## src/rtl/crc_attach_ctrl.sv

```systemverilog
// Sequencer for serial CRC-16 attachment: streams the payload through to the output while the
// engine absorbs it, then appends the engine's parity bits with first/last framing.
module crc_attach_ctrl #(
  parameter int unsigned LEN_W   = 16,
  parameter int unsigned CRC_LEN = 16
) (
  input  logic             CLK,
  input  logic             RST,
  input  logic             start,
  input  logic [LEN_W-1:0] tb_len,
  input  logic             in_bit,
  input  logic             in_valid,
  output logic             in_ready,
  output logic             crc_init,
  output logic             crc_active,
  output logic             crc_data,
  input  logic             crc_par,
  output logic             out_bit,
  output logic             out_valid,
  output logic             out_first,
  output logic             out_last,
  output logic             busy,
  output logic             done,
  output logic             err
);

  localparam int unsigned     ParW    = (CRC_LEN > 1) ? $clog2(CRC_LEN) : 1;
  localparam logic [ParW-1:0] ParLast = ParW'(CRC_LEN - 1);

  typedef enum logic [1:0] {StIdle, StLoad, StFlush, StDone} state_e;

  state_e           state_q, state_d;
  logic [LEN_W-1:0] len_q, len_d;
  logic [LEN_W-1:0] cnt_q, cnt_d;
  logic [ParW-1:0]  par_cnt_q, par_cnt_d;
  logic             init_q, init_d;
  logic             out_bit_q, out_bit_d;
  logic             out_valid_q, out_valid_d;
  logic             out_first_q, out_first_d;
  logic             out_last_q, out_last_d;
  logic             done_q, done_d;
  logic             err_q, err_d;
  logic [LEN_W-1:0] len_last;

  // Compare against len-1 so a maximum-length block never needs the counter to wrap.
  assign len_last = len_q - 1'b1;

  always_ff @(posedge CLK or negedge RST) begin
    if (!RST) begin
      state_q     <= StIdle;
      len_q       <= '0;
      cnt_q       <= '0;
      par_cnt_q   <= '0;
      init_q      <= 1'b0;
      out_bit_q   <= 1'b0;
      out_valid_q <= 1'b0;
      out_first_q <= 1'b0;
      out_last_q  <= 1'b0;
      done_q      <= 1'b0;
      err_q       <= 1'b0;
    end else begin
      state_q     <= state_d;
      len_q       <= len_d;
      cnt_q       <= cnt_d;
      par_cnt_q   <= par_cnt_d;
      init_q      <= init_d;
      out_bit_q   <= out_bit_d;
      out_valid_q <= out_valid_d;
      out_first_q <= out_first_d;
      out_last_q  <= out_last_d;
      done_q      <= done_d;
      err_q       <= err_d;
    end
  end

  always_comb begin
    state_d     = state_q;
    len_d       = len_q;
    cnt_d       = cnt_q;
    par_cnt_d   = par_cnt_q;
    init_d      = 1'b0;
    out_bit_d   = 1'b0;
    out_valid_d = 1'b0;
    out_first_d = 1'b0;
    out_last_d  = 1'b0;
    done_d      = 1'b0;
    err_d       = 1'b0;
    unique case (state_q)
      StIdle: begin
        if (start) begin
          if (tb_len != '0) begin
            len_d     = tb_len;
            cnt_d     = '0;
            par_cnt_d = '0;
            init_d    = 1'b1;
            state_d   = StLoad;
          end else begin
            err_d = 1'b1;
          end
        end
      end
      StLoad: begin
        if (in_valid) begin
          out_bit_d   = in_bit;
          out_valid_d = 1'b1;
          out_first_d = (cnt_q == '0);
          cnt_d       = cnt_q + 1'b1;
          if (cnt_q == len_last) begin
            state_d = StFlush;
          end
        end else begin
          // The engine cannot stall, so a gap in the payload aborts the block.
          err_d   = 1'b1;
          state_d = StIdle;
        end
      end
      StFlush: begin
        out_bit_d   = crc_par;
        out_valid_d = 1'b1;
        out_last_d  = (par_cnt_q == ParLast);
        par_cnt_d   = par_cnt_q + 1'b1;
        if (par_cnt_q == ParLast) begin
          state_d = StDone;
        end
      end
      StDone: begin
        done_d  = 1'b1;
        state_d = StIdle;
      end
      default: state_d = StIdle;
    endcase
  end

  always_comb begin
    in_ready   = (state_q == StLoad);
    crc_active = in_ready & in_valid;
    crc_data   = in_ready & in_bit;
    crc_init   = init_q;
    busy       = (state_q != StIdle);
    out_bit    = out_bit_q;
    out_valid  = out_valid_q;
    out_first  = out_first_q;
    out_last   = out_last_q;
    done       = done_q;
    err        = err_q;
  end

endmodule
```

## config.mk

```make
export PLATFORM = sky130hd
export DESIGN_NAME = crc_attach_ctrl
export DESIGN_NICKNAME = d
export VERILOG_FILES = /design/src/rtl/crc_attach_ctrl.sv
export SDC_FILE = /design/constraint.sdc
export NUM_CORES = 1
export LEC_CHECK = 0
export ABC_CLOCK_PERIOD_IN_PS = 6840
export CAP_MARGIN = 10
export CORE_ASPECT_RATIO = 2
export CORE_MARGIN = 4
export CORE_UTILIZATION = 55
export CTS_CLUSTER_SIZE = 24
export DETAILED_ROUTE_END_ITERATION = 10
export GPL_TIMING_DRIVEN = 0
export MAX_ROUTING_LAYER = met4
export PLACE_DENSITY = 0.89
export SYNTH_ARGS = -nofsm -noshare
export SYNTH_HDL_FRONTEND = slang
export SYNTH_SLANG_ARGS = --single-unit
```

## constraint.sdc

```tcl
create_clock -name CLK -period 6.84 [get_ports CLK]
set_input_delay 0.684 -clock CLK [delete_from_list [all_inputs] [get_ports CLK]]
set_output_delay 0.684 -clock CLK [all_outputs]
set_load 0.01 [all_outputs]
```

==> summary.txt <==
min cycle time layout = 2917 ps
Core ar. = 0.004686 sq mm
pwr dens = 319.7 mW/mm^2
Worst EP arrival = 3080 ps
Yosys warnings = 0
detailed placement HPWL = 4874 microns
I/O Buffers = 32
post-CTS setup buffer count = 0
CTS max path bufs = 2
status = complete, no violations
H-tree depth reported by CTS = 2
Required @ worst endpoint = 7000 ps
CP Class = in2reg
crit path launch = tb_len[2]
largest net degree at the start of global routing = 24
P_leak = 1.299 nW
Max FO, Critical Path = 5
Util after Layout = 68.28%
final setup skew = 8.649 ps
Most used DFF post-synth = dfrtp_1
global route total overflow = 0
root buf cell = clkbuf_8
TritonRoute pass-1 iters = 4
R2R depth = 8
initial DRC count = 91
initial antenna violation count = 0
register area share after synthesis = 41.69%
Yosys cell types = 53
final worst path period share = 42.64%
post-CTS sizing = 0
final setup violation count = 0
vias in the first global route = 2362
DR DRC count = 0
FF-to-FF Start = len_q[4]$_DFFE_PN0P_
layout cells sized above 1 = 12.03%
vias = 2239
DR WL/cell = 17.01 microns
CTS tree = yes
Gate Count Post-Synth = 276
Pwr Total = 1.023 mW
RSZ-0062 raised after global routing = false
area grow syn2layout = 18.43%
GRT Overall Usage = 22.82%
clk_lat worst skew = 300 ps
synthesized net count = 306
worst vdd ir = 0.0001995 V
post-route ant nets = 0
Clk pin slew, worst setup/hold paths = 80 ps
Post-synth EDFFs = 0
Max Cap Viol = 0
initial core utilization = 57.65%
Final Hold Fails = 0
Seq. cell area = 0.001126 sq mm
row cnt = 35
Vias/cell = 6.035
setup TNS = 0 ps
nets = 346
Clock Sinks = 45
leading cell type in the layout, fill and taps excluded = dfrtp_1
first-pass GRT wire length = 10610 microns
Hold-fix buffers, CTS = 0
synthesis-stage register bit count = 45
Avg Cell Area, Syn = 9.787 sq um
fraction of registers with async set/reset = 100.0%
Fill cells = 364
Tightest Pin Transition = 775.3 ps
Slew Limit Fails = 0
Hold Crit Class = in2async
RR Endpoint = state_q[0]$_DFFE_PN0P_
Rel. slew slack = 47.84%
Routed WL = 6312 microns
Max Fclk = 0.3428 GHz
Antenna Cells = 0
Post-Syn Area = 0.002701 sq mm
Die Wd = 57.56 microns
num ports = 33
most frequent cells in the layout = dfrtp_1, clkdlybuf4s50_1, nor2_1
Num CTS Buffers = 5
area of the multi-input gates = 0.001444 sq mm
area of the die = 0.006165 sq mm
crit end category = flip-flop
Reg2Reg Setup Slack = 4060 ps
Die Ht = 107.1 microns
gpl congestion = 0.9563
Startpoint Class = input port
-- where the power goes --
part	leakage (nW)	switching (mW)	internal, mW
clock network	0.0443	0.0829	0.0801
logic	0.669	0.224	0.222
registers	0.586	0.0822	0.332
total	1.30	0.389	0.634
-- per-stage QoR --
stage          instance area, sq um  hold slack, ps  std cells  setup slack [ps]
6_report                       3199           372.9        371              3923
5_1_grt                        3199           407.9        371              3836
4_1_cts                        3199           383.8        371              4056
3_5_place_dp                   3113           519.0        364              3745
3_3_place_gp                   3090           505.4        363              3769
2_1_floorplan                  2701           388.4        276              4349
-- registers in the layout, indices dropped and copies added (netlist names), named ones only --
| register | cells |
|---|---|
| crc_init | 1 |
| out_bit | 1 |
| par_cnt_q | 4 |
| cnt_q | 16 |
| state_q | 1 |
| out_valid | 1 |
| err | 1 |
| out_first | 1 |
| done | 1 |
| len_q | 16 |
| out_last | 1 |
-- critical path: stages --
cell,delay [ps]
clkdlybuf4s50_1,430
nor4_1,700
a41oi_1,230
o2111ai_1,410
nor3_1,200
nor3b_1,200
xnor2_1,150
nor2_1,60
-- cells in the mapped netlist (all sizes together) (2+ instances only) --
library cell,count,share of area (%)
a211o,2,0.69
nor3,6,1.1
xor2,13,4.2
ha,8,3.7
mux2,14,5.8
and3,2,0.46
or3,4,1.1
and2,3,0.69
nand3,8,1.5
nor4,13,4.0
o21ai,10,1.9
nor3b,3,0.83
a22oi,2,0.56
a32o,2,0.74
nand4,5,1.2
nand2b,6,1.4
mux2i,3,1.1
and4,2,0.65
a41oi,2,0.65
a21oi,2,0.37
nand2,21,2.9
dfrtp,45,42
or4,2,0.83
nor2b,4,0.93
buf,4,1.4
inv,15,2.1
o2111ai,2,0.65
nor2,25,3.5
o211ai,2,0.56
clkbuf,10,1.4
xnor2,19,6.2
a21boi,2,0.56
-- worst max-delay path by stage --
| stage | cells after the start | endpoint |
|---|---|---|
| final | 8 | cnt_q[12]$_DFFE_PN0P_ |
| after detailed placement | 8 | cnt_q[12]$_DFFE_PN0P_ |
| after global routing | 8 | cnt_q[14]$_DFFE_PN0P_ |
| after global placement | 8 | cnt_q[12]$_DFFE_PN0P_ |
| after CTS | 8 | cnt_q[12]$_DFFE_PN0P_ |
| after floorplan | 8 | state_q[0]$_DFFE_PN0P_ |
-- layout make-up --
class,instances,area share [%]
Clock buffer,7,2.698
Inverter,15,1.760
Buffer,14,2.346
Timing Repair Buffer,33,10.72
Multi-Input combinational cell,202,45.13
Sequential cell,45,35.20
Tap cell,55,2.151
-- cells by family (layout without fill, tap and decap cells) --
group,count (synthesis),after routing,synth area share [%]
and+or+nand+nor,110,110,23.07
DFF,45,45,41.69
AOI/OAI and AO/OA,35,35,9.357
xor gates and xnor gates,32,32,10.38
buffers and inverters,29,69,4.863
muxes,17,17,6.948
adders and majority gates,8,8,3.706
-- layer usage --
metal | routed length, microns | track usage [%] | vias up
met5 | 0 | - | -
met4 | 382 | 14.59 | 0
met3 | 258 | 3.855 | 24
met2 | 3420 | 39.08 | 67
met1 | 2251 | 23.28 | 1093
li1 | - | - | 1055
Note: power is estimated with default switching activity, not from simulation.
